### config.mk
export PLATFORM = sky130hd
export DESIGN_NAME = sal_cmd_arbiter_flat
export DESIGN_NICKNAME = d
export VERILOG_FILES = /design/src/rtl/sal_pkg.sv /design/src/rtl/sal_timing_if.sv /design/src/rtl/sal_rr_arbiter.sv /design/src/rtl/sal_cmd_arbiter.sv /design/src/flat_wrapper.sv
export SDC_FILE = /design/constraint.sdc
export NUM_CORES = 1
export LEC_CHECK = 0
export ABC_CLOCK_PERIOD_IN_PS = 10000
export BUFFER_PORTS_ARGS = -buffer_cell sky130_fd_sc_hd__buf_2
export CAP_MARGIN = 20
export CELL_PAD_IN_SITES_DETAIL_PLACEMENT = 1
export CELL_PAD_IN_SITES_GLOBAL_PLACEMENT = 1
export CORE_ASPECT_RATIO = 0.5
export CORE_MARGIN = 2
export CORE_UTILIZATION = 35
export CTS_CLUSTER_SIZE = 10
export DETAILED_ROUTE_END_ITERATION = 6
export MAX_ROUTING_LAYER = met4
export PLACE_DENSITY_LB_ADDON = 0.12
export SLEW_MARGIN = 20
export SYNTH_ARGS = -nofsm -noshare
export SYNTH_HDL_FRONTEND = slang
export SYNTH_HIERARCHICAL = 1
export SYNTH_SLANG_ARGS = --single-unit
### constraint.sdc
create_clock -name clk -period 10 [get_ports clk]
set_input_delay 2 -clock clk [delete_from_list [all_inputs] [get_ports clk]]
set_output_delay 2 -clock clk [all_outputs]
set_load 0.005 [all_outputs]
### src/rtl/sal_pkg.sv
// rtl/sal_pkg.sv - shared SAL types for the DRAM command arbiter
package sal_pkg;

    typedef logic [2:0]  dram_ba_t;
    typedef logic [15:0] dram_ra_t;
    typedef logic [9:0]  dram_ca_t;
    typedef logic [3:0]  axi_id_t;
    typedef logic [7:0]  axi_len_t;
    typedef logic [3:0]  t_cnt_t;

    typedef enum logic [2:0] {
        CMD_ACT = 3'd0,
        CMD_RD  = 3'd1,
        CMD_WR  = 3'd2,
        CMD_PRE = 3'd3,
        CMD_REF = 3'd4
    } cmd_type_t;

    // Arbitration classes in descending priority; RD and WR share CLS_CAS.
    typedef enum logic [2:0] {
        CLS_REF  = 3'd0,
        CLS_CAS  = 3'd1,
        CLS_ACT  = 3'd2,
        CLS_PRE  = 3'd3,
        CLS_NONE = 3'd4
    } arb_cls_t;

endpackage

### src/rtl/sal_timing_if.sv
// rtl/sal_timing_if.sv - inter-bank timing parameters (minus one) seen by the arbiter
interface TIMING_IF;
    import sal_pkg::*;

    t_cnt_t t_rrd_m1;
    t_cnt_t t_ccd_m1;
    t_cnt_t t_wtr_m1;
    t_cnt_t t_rtw_m1;

    modport MON (input t_rrd_m1, t_ccd_m1, t_wtr_m1, t_rtw_m1);
endinterface

### src/rtl/sal_rr_arbiter.sv
// rtl/sal_rr_arbiter.sv - one-hot bank selector for one command class
// SAL_CMD_ARB_RR_EN: rotating pointer; otherwise lowest index wins.
module sal_rr_arbiter #(
    parameter int NUM_BANKS = 4
) (
    input  logic                 clk,
    input  logic                 rst_n,
    input  logic [NUM_BANKS-1:0] i_req,
    input  logic                 i_adv,
    output logic [NUM_BANKS-1:0] o_gnt
);

`ifdef SAL_CMD_ARB_RR_EN
    localparam int PW = (NUM_BANKS > 1) ? $clog2(NUM_BANKS) : 1;

    logic [PW-1:0] r_ptr;
    logic [PW-1:0] w_next;
    logic [PW-1:0] w_pos;
    logic          w_found;
    int            w_idx;

    always_comb begin
        o_gnt   = '0;
        w_next  = r_ptr;
        w_pos   = '0;
        w_found = 1'b0;
        w_idx   = 0;
        for (int i = 0; i < NUM_BANKS; i++) begin
            w_idx = int'(r_ptr) + i;
            if (w_idx >= NUM_BANKS) w_idx = w_idx - NUM_BANKS;
            w_pos = w_idx[PW-1:0];
            if (!w_found && i_req[w_pos]) begin
                o_gnt[w_pos] = 1'b1;
                w_found      = 1'b1;
                w_next       = (w_idx == NUM_BANKS - 1) ? '0 : w_pos + 1'b1;
            end
        end
    end

    // Pointer only moves when this class actually wins the shared bus.
    always_ff @(posedge clk or negedge rst_n) begin
        if (!rst_n) begin
            r_ptr <= '0;
        end else if (i_adv) begin
            r_ptr <= w_next;
        end
    end
`else
    logic w_found;
    logic w_unused_ok;

    always_comb begin
        o_gnt   = '0;
        w_found = 1'b0;
        for (int i = 0; i < NUM_BANKS; i++) begin
            if (!w_found && i_req[i]) begin
                o_gnt[i] = 1'b1;
                w_found  = 1'b1;
            end
        end
    end

    assign w_unused_ok = &{1'b0, clk, rst_n, i_adv};
`endif

endmodule

### src/rtl/sal_cmd_arbiter.sv
// rtl/sal_cmd_arbiter.sv - per-bank DRAM command arbiter with inter-bank timing gates
// SAL_CMD_ARB_RR_EN selects round-robin within each class instead of fixed priority.
module sal_cmd_arbiter
    import sal_pkg::*;
#(
    parameter int NUM_BANKS = 4
) (
    input  logic                           clk,
    input  logic                           rst_n,
    TIMING_IF.MON                          timing_if,
    input  logic     [NUM_BANKS-1:0]       act_req,
    input  logic     [NUM_BANKS-1:0]       rd_req,
    input  logic     [NUM_BANKS-1:0]       wr_req,
    input  logic     [NUM_BANKS-1:0]       pre_req,
    input  logic     [NUM_BANKS-1:0]       ref_req,
    output logic     [NUM_BANKS-1:0]       act_gnt,
    output logic     [NUM_BANKS-1:0]       rd_gnt,
    output logic     [NUM_BANKS-1:0]       wr_gnt,
    output logic     [NUM_BANKS-1:0]       pre_gnt,
    output logic     [NUM_BANKS-1:0]       ref_gnt,
    input  dram_ra_t [NUM_BANKS-1:0]       req_ra,
    input  dram_ca_t [NUM_BANKS-1:0]       req_ca,
    input  axi_id_t  [NUM_BANKS-1:0]       req_id,
    input  axi_len_t [NUM_BANKS-1:0]       req_len,
    output logic                           cmd_valid,
    output cmd_type_t                      cmd_type,
    output dram_ba_t                       cmd_ba,
    output dram_ra_t                       cmd_ra,
    output dram_ca_t                       cmd_ca,
    output axi_id_t                        cmd_id,
    output axi_len_t                       cmd_len
);

    t_cnt_t r_rrd_cnt, r_ccd_cnt, r_wtr_cnt, r_rtw_cnt;

    logic w_act_ok, w_rd_ok, w_wr_ok;
    logic [NUM_BANKS-1:0] w_ref_v, w_rd_v, w_wr_v, w_act_v, w_pre_v, w_cas_v;
    logic [NUM_BANKS-1:0] w_ref_oh, w_cas_oh, w_act_oh, w_pre_oh, w_win_oh;
    arb_cls_t  w_sel;
    cmd_type_t w_win_type;
    dram_ba_t  w_win_ba;
    dram_ra_t  w_win_ra;
    dram_ca_t  w_win_ca;
    axi_id_t   w_win_id;
    axi_len_t  w_win_len;

    assign w_act_ok = (r_rrd_cnt == '0);
    assign w_rd_ok  = (r_ccd_cnt == '0) && (r_wtr_cnt == '0);
    assign w_wr_ok  = (r_ccd_cnt == '0) && (r_rtw_cnt == '0);

    // Each bank offers only its single best eligible command to the class pools.
    always_comb begin
        w_ref_v = '0;
        w_rd_v  = '0;
        w_wr_v  = '0;
        w_act_v = '0;
        w_pre_v = '0;
        for (int b = 0; b < NUM_BANKS; b++) begin
            if (ref_req[b])                 w_ref_v[b] = 1'b1;
            else if (rd_req[b] && w_rd_ok)  w_rd_v[b]  = 1'b1;
            else if (wr_req[b] && w_wr_ok)  w_wr_v[b]  = 1'b1;
            else if (act_req[b] && w_act_ok) w_act_v[b] = 1'b1;
            else if (pre_req[b])            w_pre_v[b] = 1'b1;
        end
    end

    assign w_cas_v = w_rd_v | w_wr_v;

    always_comb begin
        w_sel = CLS_NONE;
        if (|w_ref_v)      w_sel = CLS_REF;
        else if (|w_cas_v) w_sel = CLS_CAS;
        else if (|w_act_v) w_sel = CLS_ACT;
        else if (|w_pre_v) w_sel = CLS_PRE;
    end

    sal_rr_arbiter #(.NUM_BANKS(NUM_BANKS)) u_arb_ref (
        .clk(clk), .rst_n(rst_n), .i_req(w_ref_v), .i_adv(w_sel == CLS_REF), .o_gnt(w_ref_oh));
    sal_rr_arbiter #(.NUM_BANKS(NUM_BANKS)) u_arb_cas (
        .clk(clk), .rst_n(rst_n), .i_req(w_cas_v), .i_adv(w_sel == CLS_CAS), .o_gnt(w_cas_oh));
    sal_rr_arbiter #(.NUM_BANKS(NUM_BANKS)) u_arb_act (
        .clk(clk), .rst_n(rst_n), .i_req(w_act_v), .i_adv(w_sel == CLS_ACT), .o_gnt(w_act_oh));
    sal_rr_arbiter #(.NUM_BANKS(NUM_BANKS)) u_arb_pre (
        .clk(clk), .rst_n(rst_n), .i_req(w_pre_v), .i_adv(w_sel == CLS_PRE), .o_gnt(w_pre_oh));

    assign ref_gnt = (rst_n && w_sel == CLS_REF) ? w_ref_oh : '0;
    assign rd_gnt  = (rst_n && w_sel == CLS_CAS) ? (w_cas_oh & w_rd_v) : '0;
    assign wr_gnt  = (rst_n && w_sel == CLS_CAS) ? (w_cas_oh & w_wr_v) : '0;
    assign act_gnt = (rst_n && w_sel == CLS_ACT) ? w_act_oh : '0;
    assign pre_gnt = (rst_n && w_sel == CLS_PRE) ? w_pre_oh : '0;
    assign w_win_oh = ref_gnt | rd_gnt | wr_gnt | act_gnt | pre_gnt;

    always_comb begin
        w_win_type = CMD_ACT;
        if (|ref_gnt)      w_win_type = CMD_REF;
        else if (|rd_gnt)  w_win_type = CMD_RD;
        else if (|wr_gnt)  w_win_type = CMD_WR;
        else if (|pre_gnt) w_win_type = CMD_PRE;
        w_win_ba  = '0;
        w_win_ra  = '0;
        w_win_ca  = '0;
        w_win_id  = '0;
        w_win_len = '0;
        for (int b = 0; b < NUM_BANKS; b++) begin
            if (w_win_oh[b]) begin
                w_win_ba  = dram_ba_t'(b);
                w_win_ra  = req_ra[b];
                w_win_ca  = req_ca[b];
                w_win_id  = req_id[b];
                w_win_len = req_len[b];
            end
        end
    end

    // A grant reloads its counters; otherwise they drain to zero and stay there.
    always_ff @(posedge clk or negedge rst_n) begin
        if (!rst_n) begin
            r_rrd_cnt <= '0;
            r_ccd_cnt <= '0;
            r_wtr_cnt <= '0;
            r_rtw_cnt <= '0;
        end else begin
            if (|act_gnt)                r_rrd_cnt <= timing_if.t_rrd_m1;
            else if (r_rrd_cnt != '0)    r_rrd_cnt <= r_rrd_cnt - 1'b1;
            if (|rd_gnt || |wr_gnt)      r_ccd_cnt <= timing_if.t_ccd_m1;
            else if (r_ccd_cnt != '0)    r_ccd_cnt <= r_ccd_cnt - 1'b1;
            if (|wr_gnt)                 r_wtr_cnt <= timing_if.t_wtr_m1;
            else if (r_wtr_cnt != '0)    r_wtr_cnt <= r_wtr_cnt - 1'b1;
            if (|rd_gnt)                 r_rtw_cnt <= timing_if.t_rtw_m1;
            else if (r_rtw_cnt != '0)    r_rtw_cnt <= r_rtw_cnt - 1'b1;
        end
    end

    always_ff @(posedge clk or negedge rst_n) begin
        if (!rst_n) begin
            cmd_valid <= 1'b0;
            cmd_type  <= CMD_ACT;
            cmd_ba    <= '0;
            cmd_ra    <= '0;
            cmd_ca    <= '0;
            cmd_id    <= '0;
            cmd_len   <= '0;
        end else begin
            cmd_valid <= |w_win_oh;
            if (|w_win_oh) begin
                cmd_type <= w_win_type;
                cmd_ba   <= w_win_ba;
                cmd_ra   <= w_win_ra;
                cmd_ca   <= w_win_ca;
                cmd_id   <= w_win_id;
                cmd_len  <= w_win_len;
            end
        end
    end

endmodule
### src/flat_wrapper.sv
// flat-port wrapper written by rule: the top's interface ports become plain ports
module sal_cmd_arbiter_flat import sal_pkg::*;
#(
    parameter int NUM_BANKS = 4
)
  (clk, rst_n, act_req, rd_req, wr_req, pre_req, ref_req, act_gnt, rd_gnt, wr_gnt, pre_gnt, ref_gnt, req_ra, req_ca, req_id, req_len, cmd_valid, cmd_type, cmd_ba, cmd_ra, cmd_ca, cmd_id, cmd_len, timing_if_t_rrd_m1, timing_if_t_ccd_m1, timing_if_t_wtr_m1, timing_if_t_rtw_m1);
  TIMING_IF timing_if_i ();
  input  logic clk;
  input  logic rst_n;
  input  logic     [NUM_BANKS-1:0] act_req;
  input  logic     [NUM_BANKS-1:0] rd_req;
  input  logic     [NUM_BANKS-1:0] wr_req;
  input  logic     [NUM_BANKS-1:0] pre_req;
  input  logic     [NUM_BANKS-1:0] ref_req;
  output logic     [NUM_BANKS-1:0] act_gnt;
  output logic     [NUM_BANKS-1:0] rd_gnt;
  output logic     [NUM_BANKS-1:0] wr_gnt;
  output logic     [NUM_BANKS-1:0] pre_gnt;
  output logic     [NUM_BANKS-1:0] ref_gnt;
  input  dram_ra_t [NUM_BANKS-1:0] req_ra;
  input  dram_ca_t [NUM_BANKS-1:0] req_ca;
  input  axi_id_t  [NUM_BANKS-1:0] req_id;
  input  axi_len_t [NUM_BANKS-1:0] req_len;
  output logic cmd_valid;
  output cmd_type_t cmd_type;
  output dram_ba_t cmd_ba;
  output dram_ra_t cmd_ra;
  output dram_ca_t cmd_ca;
  output axi_id_t cmd_id;
  output axi_len_t cmd_len;
  input wire logic [$bits(timing_if_i.t_rrd_m1)-1:0] timing_if_t_rrd_m1;
  input wire logic [$bits(timing_if_i.t_ccd_m1)-1:0] timing_if_t_ccd_m1;
  input wire logic [$bits(timing_if_i.t_wtr_m1)-1:0] timing_if_t_wtr_m1;
  input wire logic [$bits(timing_if_i.t_rtw_m1)-1:0] timing_if_t_rtw_m1;
  assign timing_if_i.t_rrd_m1 = timing_if_t_rrd_m1;
  assign timing_if_i.t_ccd_m1 = timing_if_t_ccd_m1;
  assign timing_if_i.t_wtr_m1 = timing_if_t_wtr_m1;
  assign timing_if_i.t_rtw_m1 = timing_if_t_rtw_m1;
  sal_cmd_arbiter #(.NUM_BANKS(NUM_BANKS)) u_core (.clk(clk), .rst_n(rst_n), .timing_if(timing_if_i), .act_req(act_req), .rd_req(rd_req), .wr_req(wr_req), .pre_req(pre_req), .ref_req(ref_req), .act_gnt(act_gnt), .rd_gnt(rd_gnt), .wr_gnt(wr_gnt), .pre_gnt(pre_gnt), .ref_gnt(ref_gnt), .req_ra(req_ra), .req_ca(req_ca), .req_id(req_id), .req_len(req_len), .cmd_valid(cmd_valid), .cmd_type(cmd_type), .cmd_ba(cmd_ba), .cmd_ra(cmd_ra), .cmd_ca(cmd_ca), .cmd_id(cmd_id), .cmd_len(cmd_len));
endmodule
==> impl_summary.txt, run 1 <==
----------------------------------------------------
[GRT]
  GRT Overall Usage ... 25.1%
  Remaining global-route overflow ... 0
  Global-route wire length before repair ... 28.4 mm
  Initial antenna violation count ... 0
  Pin count of the biggest net entering global routing ... 73
  Via count of the first global-routing pass ... 5,502

[Die]
  FP Rows ... 30
  Floorplan Core Area ... 0.0136 mm2
  Floorplan die area ... 0.0150 mm2
  Floorplan die height ... 87.6 um
  Initial core utilization ... 36.0%
  Width of the die ... 171 um
  I/O pin count ... 255

[Detailed routing]
  Routed wirelength normalized by instance count ... 18.7 um
  Violation count after the first detailed-routing iteration ... 225
  First-pass iteration count of the detailed router ... 4
  Routed Antenna Nets ... 0
  Final Routed Wirelength ... 18.4 mm
  Residual DRC count ... 0
  Vias per std cell ... 5.41
  Number of vias in the routed layout ... 5,334

[Clocking]
  Cell at the root of the clock tree ... sky130_fd_sc_hd__clkbuf_16
  Number of buffers inserted during clock tree synthesis ... 9
  TritonCTS sink count ... 60
  Hold Buf Count CTS ... 0
  Number of buffers on the longest clock path ... 2
  Post CTS Setup Buffer Count ... 0
  CTS tree ... done
  Worst skew pair latency ... 330 ps
  Level count of the clock H-tree ... 3
  Clock transition at the register clock pins on the worst setup and hold paths after CTS ... 60 ps
  Post-CTS sizing ... 0

[Yosys]
  Synthesized net count ... 764
  Mapped Area ... 0.00489 mm2
  Yosys warnings ... 6
  Synthesized area per cell ... 8.65 um2
  Synthesized instance count ... 566

[Cells and area]
  Fraction of final layout cells sized beyond drive strength 1 ... 38.4%
  Number of filler cells placed in the layout ... 1,701
  Number of nets in the layout ... 987
  Reg area ... 0.00150 mm2
  Footprint of the multi-input gates ... 0.00299 mm2
  Area growth from synthesis to final layout ... 35.7%
  Number of antenna diodes ... 0

[STA]
  Max-Slew Margin vs Limit ... 37.7%
  Setup clock skew after layout ... 8.77 ps
  Setup tns final ... 0 ps
  Setup violations, final ... 0
  Final period demand of the worst path ... 6280 ps
  Max-slew violation count ... 0
  Pin slew with the least headroom to its limit ... 935 ps
  Setup slack of the critical path after layout ... 3720 ps
  RSZ-0062 raised after global routing ... false
  Crit share post-route ... 62.8%
  Total count of hold-check failures in the final report ... 0
  Achievable frequency ... 159 MHz

[Power and ir drop]
  Maximum vdd ir drop ... 78.7 uV
  Power density over the cells ... 163 mW/mm2
  Static leakage ... 0.00355 uW
  Total power consumption of the routed design ... 1090 uW

[Critical path]
  Arrival time worst endpoint ... 4280 ps
  Worst flop-to-flop path startpoint ... u_core/r_wtr_cnt[0]
  WP data required ... 8000 ps
  Critical Path Fanout Max ... 11
  Type of origin of the critical path ... primary input
  Category of the worst setup path capture point ... output port
  Origin of the worst setup path ... ref_req[0]
  Critical path class ... in2out

[Place]
  Count of input and output buffers ... 253
  Final Wtd Congestion ... 0.835
  Placed wire-length estimate after detailed placement ... 13.6 mm
  Worst slack, placed ... 3720 ps

[Hold path]
  Min-delay src ... u_core/cmd_type[0]
  Min-Delay Path Class ... reg2reg

[Outcome]
  Run status ... finished, final reports clean

[Job]
  Max-cap violations ... 0

----------------------------------------------------
## layout by cell type (no fill, tap or decap), types with 4 or more instances in the layout
cell type and instances:
sky130_fd_sc_hd__buf_2 252, sky130_fd_sc_hd__inv_1 64, sky130_fd_sc_hd__dfrtp_1 60, sky130_fd_sc_hd__nand3_1 57, sky130_fd_sc_hd__o221ai_1 39, sky130_fd_sc_hd__a21boi_0 39, sky130_fd_sc_hd__mux2i_1 39, sky130_fd_sc_hd__a2bb2oi_1 38
sky130_fd_sc_hd__nand2_1 25, sky130_fd_sc_hd__nor2_1 13, sky130_fd_sc_hd__buf_4 11, sky130_fd_sc_hd__nand4_1 11, sky130_fd_sc_hd__and3_1 11, sky130_fd_sc_hd__clkbuf_16 9, sky130_fd_sc_hd__and2_1 8, sky130_fd_sc_hd__nor3_1 8
sky130_fd_sc_hd__xnor2_1 8, sky130_fd_sc_hd__o21ai_0 8, sky130_fd_sc_hd__ha_1 8, sky130_fd_sc_hd__nor3b_1 5, sky130_fd_sc_hd__nor2b_1 5, sky130_fd_sc_hd__a21oi_1 5, sky130_fd_sc_hd__mux2_2 5, sky130_fd_sc_hd__a21oi_2 4
sky130_fd_sc_hd__or3_1 4, sky130_fd_sc_hd__nor4b_2 4
## through the flow
step,instance area [um2],util [%],cells,hold WS (ps)
global placement,6310,46.4,970,511
global route,6640,48.9,986,575
finish,6640,48.9,986,532
floorplan,4890,-,566,520
detailed placement,6310,46.4,970,525
CTS,6630,48.8,986,533
## cell type report
class,count,area share [%]
clock buffers,10,3.60
clock inverters,6,1.32
inverters,64,3.62
multi-input cells,391,45.0
flip-flops and latches,60,22.6
well taps,192,3.62
repair buffers,263,20.2
## flip-flops by register name, indices dropped and copies added (netlist names)
register and flops:
u_core/cmd_type 3, u_core/r_ccd_cnt 4, u_core/cmd_ba 2, u_core/cmd_ca 10, u_core/r_rrd_cnt 4, u_core/r_wtr_cnt 4
u_core/r_rtw_cnt 4, u_core/cmd_id 4, u_core/cmd_valid 1, u_core/cmd_ra 16, u_core/cmd_len 8
## routing by layer
metal  GRT usage (%)  vias to the layer above  share of wire, %
met3            4.88                       15               4.4
met1            29.9                     2625                45
met4            5.70                        0               1.1
li1                -                     2553                 -
met2            44.3                      141                50
met5               -                        -                 0
## final timing paths
path	endpoint	slack, ps	cells after the start
setup / recovery	pre_gnt[3]	3720	6
hold / removal	u_core/cmd_type[0]	530	2
setup reg to reg	u_core/cmd_ra[10]	4820	13
hold reg to reg	u_core/cmd_type[0]	530	2
max in group asynchronous	u_core/cmd_id[3]	7460	2
min in group asynchronous	u_core/r_rtw_cnt[2]	1890	2
## worst max-delay path: stages
cell	delay, ps
sky130_fd_sc_hd__buf_2	170
sky130_fd_sc_hd__nor4_2	750
sky130_fd_sc_hd__and2_1	550
sky130_fd_sc_hd__and4_1	500
sky130_fd_sc_hd__and2_1	180
sky130_fd_sc_hd__buf_2	110
## power by group
part,leakage (uW),total (uW),switching [uW],internal (uW)
registers,0.000766,357,48.3,308
logic,0.00263,387,199,188
clock network,0.000151,341,117,224
Note: power is estimated with default switching activity, not from simulation.
==> inputs of run 2 (changes only) <==
Settings changed: ABC_CLOCK_PERIOD_IN_PS 10000 to 5120, CORE_UTILIZATION 35 to 29.
Clock period 10 ns to 5.12 ns, I/O delays scaled along.
==> run 2 against run 1 <==
Non-clock buffer count is 5 higher. Highest routed layer unchanged. Clock skew hardly changed. Cell count rose by 4.1%. Combinational power is 95% higher. First-iteration DRC count down 21%. Die area up 20%. Setup slack worse by 3000 ps.
==> impl_summary.txt, run 2 (synthesized netlist as in run 1, its figures left out) <==
----------------------------------------------------
[Outcome]
  Run status ... finished, final reports clean

[GRT]
  Pin count of the biggest net entering global routing ... 42
  Remaining global-route overflow ... 0
  GRT Overall Usage ... 21.5%
  Global-route wire length before repair ... 29.6 mm
  Global Route met2 Usage ... 37.6%
  Initial antenna violation count ... 0
  Via count of the first global-routing pass ... 5,597
  Most used routing layer ... met2
  Global routing usage on met1 ... 26.3%
  Met3 usage in global routing ... 4.45%

[Clocking]
  Hold Buf Count CTS ... 0
  Number of buffers on the longest clock path ... 2
  Number of buffers inserted during clock tree synthesis ... 9
  CTS tree ... done
  Level count of the clock H-tree ... 3
  Clock transition at the register clock pins on the worst setup and hold paths after CTS ... 60 ps
  Post-CTS sizing ... 0
  TritonCTS sink count ... 60
  Cell at the root of the clock tree ... sky130_fd_sc_hd__clkbuf_16
  Post CTS Setup Buffer Count ... 0
  Worst skew pair latency ... 330 ps

[Critical path]
  Slowest CP cell ... sky130_fd_sc_hd__nor3b_2
  Biggest cell delay along the critical path ... 650 ps
  Total buffers and inverters traversed by the critical path ... 5
  Category of the worst setup path capture point ... output port
  Critical path class ... reg2out
  Critical Path Fanout Max ... 41
  WP data required ... 4100 ps
  Arrival time worst endpoint ... 3400 ps
  Most frequent cell on the critical path ... sky130_fd_sc_hd__inv_1
  Type of origin of the critical path ... register
  Cells traversed along the worst timing path ... inv_1 -> ha_1 -> nor3b_2 -> nand3_1 -> nand3_1 -> inv_1 -> nor3b_1 -> and3_1 -> nand4_1 -> buf_4 -> inv_1 -> buf_2
  Cell type group with the largest total delay on the critical path ... simple AND/OR/NAND/NOR gates

[STA]
  Setup clock skew after layout ... 8.91 ps
  Max-slew violation count ... 0
  Max-Slew Margin vs Limit ... 48.1%
  RSZ-0062 raised after global routing ... false
  Setup violations, final ... 0
  Crit share post-route ... 86.4%
  Final period demand of the worst path ... 4420 ps
  Achievable frequency ... 226 MHz
  Pin slew with the least headroom to its limit ... 775 ps
  Setup tns final ... 0 ps
  Total count of hold-check failures in the final report ... 0

[Power and ir drop]
  Switching power of the nets ... 710 uW
  Flop pwr share ... 33.4%
  Combinational fraction of design power ... 36.4%
  Clock Power Share ... 30.2%
  Maximum vdd ir drop ... 149 uV
  Static leakage ... 0.00356 uW
  Cell internal power dissipation ... 1360 uW
  Sw Share ... 34.3%
  Power density over the cells ... 310 mW/mm2

[Detailed routing]
  First-pass iteration count of the detailed router ... 4
  Routed Antenna Nets ... 0
  Violation count after the first detailed-routing iteration ... 177
  Number of vias in the routed layout ... 5,280
  Vias per std cell ... 5.15
  Residual DRC count ... 0
  Final Routed Wirelength ... 19.0 mm
  Routed wirelength normalized by instance count ... 18.6 um

[Die]
  Width of the die ... 188 um
  Initial core utilization ... 29.8%
  Floorplan Core Area ... 0.0164 mm2
  FP Rows ... 33
  I/O pin count ... 255
  Floorplan die height ... 95.9 um
  Floorplan die area ... 0.0180 mm2

[Place]
  Final Wtd Congestion ... 0.827
  Placed wire-length estimate after detailed placement ... 14.2 mm
  Placed instance area ... 0.00638 mm2
  Count of input and output buffers ... 253

[Cells and area]
  Most common library cell in the layout ignoring fill and taps ... sky130_fd_sc_hd__buf_2
  Fin area ... 0.00669 mm2
  Leading registers by flop count ... u_core/cmd_ra x16, u_core/cmd_ca x10, u_core/cmd_len x8
  Largest reg by FF count ... u_core/cmd_ra
  Number of antenna diodes ... 0
  Fraction of final layout cells sized beyond drive strength 1 ... 38.4%
  Reg area ... 0.00150 mm2
  Number of filler cells placed in the layout ... 2,017
  Most frequent cells in the layout ... 252 x sky130_fd_sc_hd__buf_2, 64 x sky130_fd_sc_hd__inv_1, 60 x sky130_fd_sc_hd__dfrtp_1
  Footprint of the multi-input gates ... 0.00298 mm2
  Area growth from synthesis to final layout ... 36.6%
  Number of nets in the layout ... 992
  Max reg flops ... 16

[Hold path]
  Min-Delay Path Class ... reg2reg

[Job]
  Max-cap violations ... 0

----------------------------------------------------
[run 2: changes by cell type in the layout (fill, tap and decap cells not counted)]
cell | before | now
sky130_fd_sc_hd__clkbuf_1 | 0 | 1
sky130_fd_sc_hd__clkinv_4 | 0 | 1
sky130_fd_sc_hd__a41oi_1 | 0 | 1
sky130_fd_sc_hd__bufinv_16 | 2 | 1
sky130_fd_sc_hd__buf_4 | 11 | 16
sky130_fd_sc_hd__a41oi_2 | 1 | 0
sky130_fd_sc_hd__nand3_2 | 1 | 0
sky130_fd_sc_hd__nand3_1 | 57 | 58
sky130_fd_sc_hd__clkinv_2 | 1 | 0
[run 2: cell type report]
| cell class | count | area share [%] |
|---|---|---|
| clock buffer | 11 | 3.63 |
| clock inverter | 5 | 0.917 |
| inverter | 64 | 3.59 |
| multi-input combinational | 391 | 44.5 |
| sequential | 60 | 22.5 |
| tap | 227 | 4.25 |
| timing repair buffer | 268 | 20.7 |
[run 2: layer usage]
layer / up-vias / wire length, um
li1: 2566 / -
met1: 2556 / 8650
met2: 141 / 9270
met3: 17 / 930
met4: 0 / 200
met5: - / 0
[run 2: path summary, 6_finish.rpt]
check	start	end	slack [ps]	cells past startpoint
worst min-delay path	u_core/cmd_type[2]	u_core/cmd_type[2]	530	2
max in group asynchronous	rst_n	u_core/cmd_ra[14]	3490	2
worst max register to register	u_core/r_wtr_cnt[0]	u_core/cmd_len[5]	1090	12
worst max-delay path	u_core/r_wtr_cnt[0]	pre_gnt[2]	700	12
worst min register to register	u_core/cmd_type[2]	u_core/cmd_type[2]	530	2
min in group asynchronous	rst_n	u_core/cmd_ca[4]	670	1
[run 2: stage by stage]
step	setup slack (ps)	hold slack, ps	cells	power [uW]	utilization [%]
6_report	696	532	1026	2070	40.7
5_1_grt	350	568	1026	2240	40.7
4_1_cts	704	539	1026	2110	40.7
3_5_place_dp	1000	517	1010	1460	38.8
3_3_place_gp	1040	514	1010	1440	38.8
2_1_floorplan	1450	520	566	1180	-
[run 2: worst reg2reg max path: cells and delay by family, from the launching register on]
kind	cells	cell delay, ps
simple gates	4	1400
fa+ha+maj	1	180
mux	1	320
compound gates	3	880
buf+inv	3	730
flops	1	370
[run 2: power groups by stage]
stage	clock network [uW]	registers, uW	logic, uW
2_1_floorplan	0	691	493
3_3_place_gp	0	694	744
6_report	624	692	755
4_1_cts	648	693	767
3_5_place_dp	0	700	765
5_1_grt	672	711	852
==> inputs of run 3 (changes only) <==
==> constraint.sdc (replaced) <==
create_clock -name clk -period 5.12 [get_ports clk]
set_input_delay 1.536 -clock clk [delete_from_list [all_inputs] [get_ports clk]]
set_output_delay 1.536 -clock clk [all_outputs]
set_load 0.005 [all_outputs]
==> run 3 against run 2 <==
Clock power up 6.6%. Largest power group unchanged. Hold slack worse by 5.8 ps. Flip-flop and latch count unchanged. Register-to-register slack got worse by 50 ps. Non-clock buffer count grew 5. Fmax shrank 7.9%. First-iteration DRC count decreased by 4.0%. Wire length grew 0.48%. Die area stayed put. Highest routed layer unchanged.
==> impl_summary.txt, run 3 (synthesized netlist as in run 1, its figures left out) <==
----------------------------------------------------
[Cells and area]
  Number of nets in the layout ... 997
  Reg area ... 0.00150 mm2
  Most common library cell in the layout ignoring fill and taps ... sky130_fd_sc_hd__buf_2
  Footprint of the multi-input gates ... 0.00298 mm2
  Max reg flops ... 16
  Fraction of final layout cells sized beyond drive strength 1 ... 38.8%
  Leading registers by flop count ... u_core/cmd_ra x16, u_core/cmd_ca x10, u_core/cmd_len x8
  Largest reg by FF count ... u_core/cmd_ra
  Area growth from synthesis to final layout ... 37.9%
  Number of filler cells placed in the layout ... 2,060
  Number of antenna diodes ... 0
  Post-route core utilization ... 41.1%
  Non-filler instance count after layout ... 1,031
  Most frequent cells in the layout ... 252 x sky130_fd_sc_hd__buf_2, 64 x sky130_fd_sc_hd__inv_1, 60 x sky130_fd_sc_hd__dfrtp_1

[Place]
  Final Wtd Congestion ... 0.822
  Worst slack, placed ... 352 ps
  Count of input and output buffers ... 253
  Dpl cells ... 1,015
  Placed wire-length estimate after detailed placement ... 14.2 mm

[STA]
  Crit share post-route ... 93.8%
  Setup violations, final ... 0
  Max-slew violation count ... 0
  Achievable frequency ... 208 MHz
  Final hold slack ... 527 ps
  Final period demand of the worst path ... 4800 ps
  RSZ-0062 raised after global routing ... false
  Pin slew with the least headroom to its limit ... 767 ps
  Total count of hold-check failures in the final report ... 0
  Setup clock skew after layout ... 7.44 ps
  Max-Slew Margin vs Limit ... 48.8%
  Setup tns final ... 0 ps
  Setup slack of the critical path after layout ... 319 ps

[Power and ir drop]
  Sw Share ... 33.3%
  Switching power of the nets ... 708 uW
  Combinational fraction of design power ... 36.2%
  Flop pwr share ... 32.5%
  Power density over the cells ... 315 mW/mm2
  Clock Power Share ... 31.3%
  Static leakage ... 0.00361 uW
  Maximum vdd ir drop ... 154 uV
  Cell internal power dissipation ... 1420 uW

[Clocking]
  Number of buffers inserted during clock tree synthesis ... 9
  Cell at the root of the clock tree ... sky130_fd_sc_hd__clkbuf_16
  TritonCTS sink count ... 60
  Level count of the clock H-tree ... 3
  Post CTS Setup Buffer Count ... 0
  Hold Buf Count CTS ... 0
  Clock transition at the register clock pins on the worst setup and hold paths after CTS ... 50 ps
  CTS tree ... done
  Number of buffers on the longest clock path ... 2
  Worst skew pair latency ... 330 ps
  Post-CTS sizing ... 0

[Critical path]
  Arrival time worst endpoint ... 3260 ps
  Cells traversed along the worst timing path ... buf_2 -> nor4bb_1 -> nand4b_1 -> and4_1 -> and4_1 -> and2_1 -> buf_2
  Total buffers and inverters traversed by the critical path ... 2
  Slowest CP cell ... sky130_fd_sc_hd__nor4bb_1
  Critical Path Fanout Max ... 6
  Critical path class ... in2out
  Category of the worst setup path capture point ... output port
  Cell type group with the largest total delay on the critical path ... simple AND/OR/NAND/NOR gates
  Type of origin of the critical path ... primary input
  WP data required ... 3580 ps
  Biggest cell delay along the critical path ... 430 ps

[GRT]
  Remaining global-route overflow ... 0
  Initial antenna violation count ... 0
  Via count of the first global-routing pass ... 5,434
  GRT Overall Usage ... 21.8%
  Global-route wire length before repair ... 29.5 mm
  Pin count of the biggest net entering global routing ... 59

[Detailed routing]
  Final Routed Wirelength ... 19.1 mm
  Number of vias in the routed layout ... 5,268
  Routed wirelength normalized by instance count ... 18.6 um
  Violation count after the first detailed-routing iteration ... 170
  Vias per std cell ... 5.11
  Routed Antenna Nets ... 0
  Residual DRC count ... 0
  First-pass iteration count of the detailed router ... 4

[Die]
  Floorplan die height ... 95.9 um
  Width of the die ... 188 um
  Initial core utilization ... 29.8%
  FP Rows ... 33
  Floorplan Core Area ... 0.0164 mm2
  Floorplan die area ... 0.0180 mm2
  I/O pin count ... 255

[Outcome]
  Run status ... finished, final reports clean

[Hold path]
  Min-Delay Path Class ... reg2reg

[Job]
  Max-cap violations ... 0

----------------------------------------------------
-- run 3: changes by cell type in the layout (fill, tap and decap cells not counted), sizes merged --
cell,change
clkinv,+2
bufinv,+1
buf,+5
clkinvlp,-3
-- run 3: worst register-to-register path: cells and delay by family, from the launching register on --
kind | cells | cell delay [ps]
buffers and inverters | 4 | 940
AOI/OAI and AO/OA | 2 | 300
and+or+nand+nor | 7 | 2100
DFF | 1 | 400
adders and majority gates | 1 | 180
-- run 3: cell type report --
class | instances | area share [%]
inverter | 64 | 3.56
timing repair buffer | 273 | 21.2
clock inverter | 5 | 1.11
tap | 227 | 4.21
clock buffer | 11 | 3.60
multi-input combinational | 391 | 44.1
sequential | 60 | 22.2
-- run 3: worst paths after layout --
kind | cells after the start | slack, ps | start | end
max | 7 | 320 | act_req[1] | pre_gnt[0]
min | 2 | 530 | u_core/cmd_type[0] | u_core/cmd_type[0]
max reg2reg | 14 | 1040 | u_core/r_ccd_cnt[0] | u_core/cmd_ra[15]
min reg2reg | 2 | 530 | u_core/cmd_type[0] | u_core/cmd_type[0]
max in group asynchronous | 2 | 3020 | rst_n | u_core/cmd_id[1]
min in group asynchronous | 1 | 1080 | rst_n | u_core/r_wtr_cnt[1]
-- run 3: metal layers --
metal / part of all wire, % / global-route usage, % / vias up / routed length [um]
met5: 0 / - / - / 0
met4: 0.90 / 4.33 / 0 / 173
met3: 4.5 / 4.01 / 12 / 869
met2: 48 / 37.3 / 135 / 9270
met1: 46 / 27.2 / 2561 / 8820
li1: - / - / 2560 / -
-- run 3: power groups by stage --
stage	logic, uW	registers [uW]	clock network [uW]
floorplan	493	691	0
finish	769	691	665
detailed placement	777	703	0
global route	871	709	710
global placement	755	695	0
CTS	780	695	687
-- run 3: metrics by stage --
step                      area (um2)  total power, uW
final                           6750             2130
after global routing            6750             2290
after CTS                       6750             2160
after detailed placement        6430             1480
after global placement          6430             1450
after floorplan                 4890             1180
